`src/rtl/command_tx.sv`:
```
// command_tx: serialises one of four fixed AT-command strings onto a UART TX line,
// 8N1 LSB first; ready_command is low while a string is on the wire.
module command_tx #(
    parameter int CLKS_PER_BIT = 434,
    parameter int CMD_W = 2
) (
    input  logic             clk,
    input  logic             rst,
    input  logic [CMD_W-1:0] command,
    input  logic             start,
    output logic             ready_command,
    output logic             done,
    output logic             tx
);
    localparam int CW = $clog2(CLKS_PER_BIT);
    localparam logic [CW-1:0] LAST = CW'(CLKS_PER_BIT - 1);
    localparam logic [1:0] IDLE = 2'd0, START_BIT = 2'd1, DATA = 2'd2, STOP_BIT = 2'd3;

    logic [1:0] state;
    logic [CW-1:0] cnt;
    logic [2:0] bit_idx, nxt_bit;
    logic [3:0] pos, len;
    logic [CMD_W-1:0] cmd;
    logic [103:0] str;
    logic [7:0] cur;

    // Strings are left-aligned in a 13-byte field, so byte pos is found by shifting right.
    always_comb begin
        str = cmd == CMD_W'(0) ? {32'h41540D0A, 72'h0} :
              cmd == CMD_W'(1) ? {64'h41542B5253540D0A, 40'h0} :
              cmd == CMD_W'(2) ? 104'h41542B43574D4F44453D310D0A :
                                 104'h41542B4349504D55583D310D0A;
        len = cmd == CMD_W'(0) ? 4'd4 : cmd == CMD_W'(1) ? 4'd8 : 4'd13;
        cur = 8'(str >> {4'd12 - pos, 3'b000});
        nxt_bit = bit_idx + 3'd1;
    end

    always_ff @(posedge clk or negedge rst) begin
        if (!rst) begin
            state <= IDLE;
            cnt <= '0;
            bit_idx <= '0;
            pos <= '0;
            cmd <= '0;
            tx <= 1'b1;
            ready_command <= 1'b1;
            done <= 1'b0;
        end else begin
            done <= 1'b0;
            if (state == IDLE) begin
                if (start) begin
                    cmd <= command;
                    pos <= '0;
                    cnt <= '0;
                    tx <= 1'b0;
                    ready_command <= 1'b0;
                    state <= START_BIT;
                end
            end else if (cnt != LAST) begin
                cnt <= cnt + 1'b1;
            end else begin
                cnt <= '0;
                case (state)
                    START_BIT: begin
                        bit_idx <= '0;
                        tx <= cur[0];
                        state <= DATA;
                    end
                    DATA: begin
                        bit_idx <= nxt_bit;
                        tx <= bit_idx == 3'd7 ? 1'b1 : cur[nxt_bit];
                        state <= bit_idx == 3'd7 ? STOP_BIT : DATA;
                    end
                    STOP_BIT: begin
                        // Next byte's start bit follows the stop bit with no idle gap.
                        if (pos < len - 4'd1) begin
                            pos <= pos + 4'd1;
                            tx <= 1'b0;
                            state <= START_BIT;
                        end else begin
                            ready_command <= 1'b1;
                            done <= 1'b1;
                            state <= IDLE;
                        end
                    end
                    default: state <= IDLE;
                endcase
            end
        end
    end
endmodule

```
`config.mk`:
```
export PLATFORM = sky130hd
export DESIGN_NAME = command_tx
export DESIGN_NICKNAME = d
export VERILOG_FILES = /design/src/rtl/command_tx.sv
export SDC_FILE = /design/constraint.sdc
export NUM_CORES = 1
export LEC_CHECK = 0
export BUFFER_PORTS_ARGS = -buffer_cell sky130_fd_sc_hd__buf_2
export CAP_MARGIN = 20
export CORE_MARGIN = 2
export CORE_UTILIZATION = 67
export CTS_CLUSTER_DIAMETER = 100
export CTS_CLUSTER_SIZE = 25
export DETAILED_ROUTE_END_ITERATION = 12
export GPL_TIMING_DRIVEN = 0
export PLACE_DENSITY_LB_ADDON = 0.3
export SLEW_MARGIN = 20
export SYNTH_ARGS = -nofsm -noshare
export SYNTH_HDL_FRONTEND = slang
export SYNTH_SLANG_ARGS = --single-unit
```
`constraint.sdc`:
```
create_clock -name clk -period 5.4 [get_ports clk]
set_input_delay 0.27 -clock clk [delete_from_list [all_inputs] [get_ports clk]]
set_output_delay 0.27 -clock clk [all_outputs]
set_load 0.05 [all_outputs]
```
==> summary.md <==
| Metric | Value |
|---|---|
| Outcome | `finished, final reports clean` |
| Crit. End Element | `flop` |
| Crit path cell chain | `inv_1 -> ha_1 -> nor2_1 -> inv_1 -> ha_1 -> a21oi_4 -> nand2_2 -> a21o_1 -> mux2_4` |
| Ratio of total power to cell area | `122 nW/um^2` |
| Area of the core region | `2980 sq um` |
| Fin. Hold Viols | `0` |
| Vertical extent of the die | `59.4 um` |
| Buffers plus inverters on the worst setup path | `2` |
| CTS root buffer | `sky130_fd_sc_hd__clkbuf_4` |
| All-Layer GR Usage | `0.287` |
| Tmin final | `2.62 ns` |
| First-pass GRT wire length | `7.69 mm` |
| Antenna diode count | `0` |
| Sequential element share of the synthesized area | `0.281` |
| Unrepaired setup endpoints after global routing | `false` |
| Number of cell rows | `20` |
| Most common library cells after synthesis | `27 x sky130_fd_sc_hd__o21ai_0, 23 x sky130_fd_sc_hd__nor2_1, 21 x sky130_fd_sc_hd__dfrtp_1, 21 x sky130_fd_sc_hd__nand2_1, 16 x sky130_fd_sc_hd__ha_1` |
| Flops & latches, synth | `23` |
| Achievable clock frequency | `0.382 GHz` |
| Die Area | `3530 sq um` |
| Initial DRC count | `161` |
| Most common cell in the netlist | `sky130_fd_sc_hd__o21ai_0` |
| Final Wtd Congestion | `0.934` |
| Net count after synthesis | `267` |
| Initial antenna violation count | `0` |
| Clk Latency, worst-skew pair | `0.33 ns` |
| Fraction of final layout cells sized beyond drive strength 1 | `0.167` |
| Routed len/inst | `15.4 um` |
| Multi-input gate area in the final layout | `1320 sq um` |
| Clock Sink Count | `23` |
| Setup bufs post-CTS | `0` |
| Leading post-synthesis cells by cell area | `sky130_fd_sc_hd__dfrtp_1 26%, sky130_fd_sc_hd__ha_1 9.7%, sky130_fd_sc_hd__o21ai_0 6.6%` |
| Hold Path Sink | `cmd[0]` |
| Number of port buffers | `7` |
| Clk buf depth | `2` |
| Final Instance Area | `2170 sq um` |
| Highest ir drop seen on vdd | `0.115 mV` |
| Cell Area, Synth | `2060 sq um` |
| Cell variety after synth | `57` |
| Net count of the finished layout | `280` |
| Placed instance area | `2130 sq um` |
| Num ports | `8` |
| Total Power Consumption | `265 uW` |
| FF-to-FF Start | `cmd[1]` |
| Register area | `578 sq um` |
| Endpoint of the worst register-to-register path | `pos[0]` |
| Residual antenna-violating net count after detailed routing | `0` |
| Crit path required time | `5.63 ns` |
| Skew final | `0.00719 ns` |
| Largest net degree at the start of global routing | `24` |
| Post-CTS clock slew at the launch and capture registers of the worst setup and hold paths | `0.14 ns` |
| Die Width | `59.4 um` |
| Initial Util | `0.691` |
| Critical Path Slowest Stage Cell | `sky130_fd_sc_hd__dfrtp_1` |
| Synthesis Warnings | `0` |
| Min-Delay Startpoint | `command[0]` |
| Area fraction of the dominant cell type after synthesis | `0.255` |
| Layout filler cell count | `229` |
| Final wirelength | `4.48 mm` |
| Setup violation total in the final timing report | `0` |
| Highest fanout seen on the critical path | `10` |
| Worst endpoint data arrival time | `2.85 ns` |
| Final count of pins violating max slew | `0` |
| Number of synthesized flops with an enable pin | `0` |
| Cell leakage power | `0.000986 uW` |
| TritonCTS Buffers | `3` |
| Delay contributed by the slowest stage of the critical path | `0.58 ns` |
| Number of cells on the worst hold path | `3` |
| Kind of cell adding the most delay to the critical path | `adder cells` |
| DRC violation count after routing | `0` |
| Max Cap Violations | `0` |
| CTS H-tree lvls | `1` |
| Worst Path Class, Setup | `reg2reg` |
| Cell count after synthesis | `246` |
| Transition time at the pin with the least slew margin | `0.527 ns` |
| Vias in the first global route | `1580` |
| Crit start category | `flop` |
| Synth-to-Final Area Change | `5.54%` |
| Setup slack, reg-to-reg | `2.78 ns` |
| Leading register cell type out of synthesis | `sky130_fd_sc_hd__dfrtp_1` |
| HPWL after detailed placement | `3.34 mm` |
| Final Non-Filler Cells | `291` |
| Worst slew margin | `0.649` |
| Aggregate global routing overflow | `0` |
| Avg Vias per Cell | `6.19` |
| Synthesized area per cell | `8.36 sq um` |
| FFs w/ async S/R, synth | `1.00` |
| Leading area contributor after synthesis | `sky130_fd_sc_hd__dfrtp_1` |
| Final Cycle Share | `0.485` |
| Clock tree from TritonCTS | `built` |
| Worst Hold Class | `in2reg` |
| First-pass iteration count of the detailed router | `4` |
| Count of placed standard cells including taps | `286` |
| TNS Setup | `0 ns` |
| R2R depth | `9` |
| Routed vias | `1801` |
worst register-to-register path, stage by stage, from the launching register on:
cell                      delay (ns)
sky130_fd_sc_hd__dfrtp_1        0.58
sky130_fd_sc_hd__inv_1          0.19
sky130_fd_sc_hd__ha_1           0.32
sky130_fd_sc_hd__nor2_1         0.22
sky130_fd_sc_hd__inv_1          0.08
sky130_fd_sc_hd__ha_1           0.32
sky130_fd_sc_hd__a21oi_4        0.28
sky130_fd_sc_hd__nand2_2        0.08
sky130_fd_sc_hd__a21o_1         0.21
sky130_fd_sc_hd__mux2_4         0.26
timing repair:
action                                  CTS  global route
endpoints found under the setup margin    0             0
endpoints found under the hold margin    21             0
gates resized for setup                   0             0
hold buffers                              1             0
state kept, by name (all words and copies together), names as in the netlist:
| name | flops |
|---|---|
| bit_idx | 3 |
| done | 1 |
| cmd | 2 |
| pos | 4 |
| tx | 1 |
| cnt | 9 |
| ready_command | 1 |
| state | 2 |
where the power goes:
part           total, uW  switching [uW]  leakage (uW)  internal (uW)
clock               86.7            58.8     0.0000177           27.8
sequential           172               0      0.000284            172
combinational       5.70            4.10      0.000685           1.59
total                265            62.9      0.000986            202
placed cells by master (no fill, tap or decap), types with 3 or more instances in the layout:
master	Yosys	layout
sky130_fd_sc_hd__a21oi_1	10	10
sky130_fd_sc_hd__and2_0	3	3
sky130_fd_sc_hd__buf_2	3	10
sky130_fd_sc_hd__buf_4	4	4
sky130_fd_sc_hd__buf_6	3	3
sky130_fd_sc_hd__clkbuf_1	5	5
sky130_fd_sc_hd__clkbuf_4	0	3
sky130_fd_sc_hd__dfrtp_1	21	21
sky130_fd_sc_hd__ha_1	16	16
sky130_fd_sc_hd__inv_1	14	14
sky130_fd_sc_hd__mux2i_1	3	3
sky130_fd_sc_hd__nand2_1	21	21
sky130_fd_sc_hd__nand2b_1	5	5
sky130_fd_sc_hd__nand3_1	11	11
sky130_fd_sc_hd__nor2_1	23	23
sky130_fd_sc_hd__nor2b_1	5	5
sky130_fd_sc_hd__nor3_1	4	4
sky130_fd_sc_hd__o21a_1	3	3
sky130_fd_sc_hd__o21ai_0	27	27
sky130_fd_sc_hd__o21ai_2	3	3
sky130_fd_sc_hd__o31ai_1	6	6
sky130_fd_sc_hd__xor2_1	4	4
worst max-delay path by stage:
stage                start     end  slack, ns  depth (start not counted)
floorplan           pos[0]      tx       3.21                         11
global placement    cmd[1]  pos[0]       2.89                          9
detailed placement  cmd[1]  pos[0]       2.83                          9
CTS                 cmd[1]  pos[0]       2.79                          9
global route        cmd[1]  pos[0]       2.60                          9
finish              cmd[1]  pos[0]       2.78                          9
area by class of cell:
type                            count  area share
Buffer                             15      0.0450
Clock buffer                        3      0.0104
Clock inverter                      1     0.00231
Inverter                           16      0.0277
Multi-Input combinational cell    192       0.609
Sequential cell                    23       0.266
Tap cell                           33      0.0190
Timing Repair Buffer                8      0.0207
per-stage QoR:
step                      worst slack [ns]  hold WS [ns]  utilization
final                                 2.78         0.133        0.729
after global routing                  2.60         0.162        0.729
after CTS                             2.79         0.130        0.729
after detailed placement              2.83         0.269        0.716
after global placement                2.89         0.269        0.716
after floorplan                       3.21       -0.0256            -
cells by family (layout without fill, tap and decap cells):
family,count (synthesis),count (layout),synth area share
XOR/XNOR,6,6,0.0328
multiplexers,6,6,0.0383
adder cells (fa/ha/maj),16,16,0.0973
AO/OA/AOI/OAI,73,73,0.238
buffers and inverters,31,43,0.0766
flip-flops,23,23,0.281
AND/OR/NAND/NOR,91,91,0.236
routing by layer:
| metal | part of all wire | vias to the layer above | wire length, um | track usage |
|---|---|---|---|---|
| met5 | 0 | - | 0 | 0 |
| met1 | 0.50 | 850 | 2230 | 0.455 |
| li1 | - | 902 | - | - |
| met3 | 0.046 | 4 | 205 | 0.0393 |
| met2 | 0.45 | 45 | 2010 | 0.407 |
| met4 | 0.0080 | 0 | 36 | 0.0682 |
Note: power is estimated with default switching activity, not from simulation.
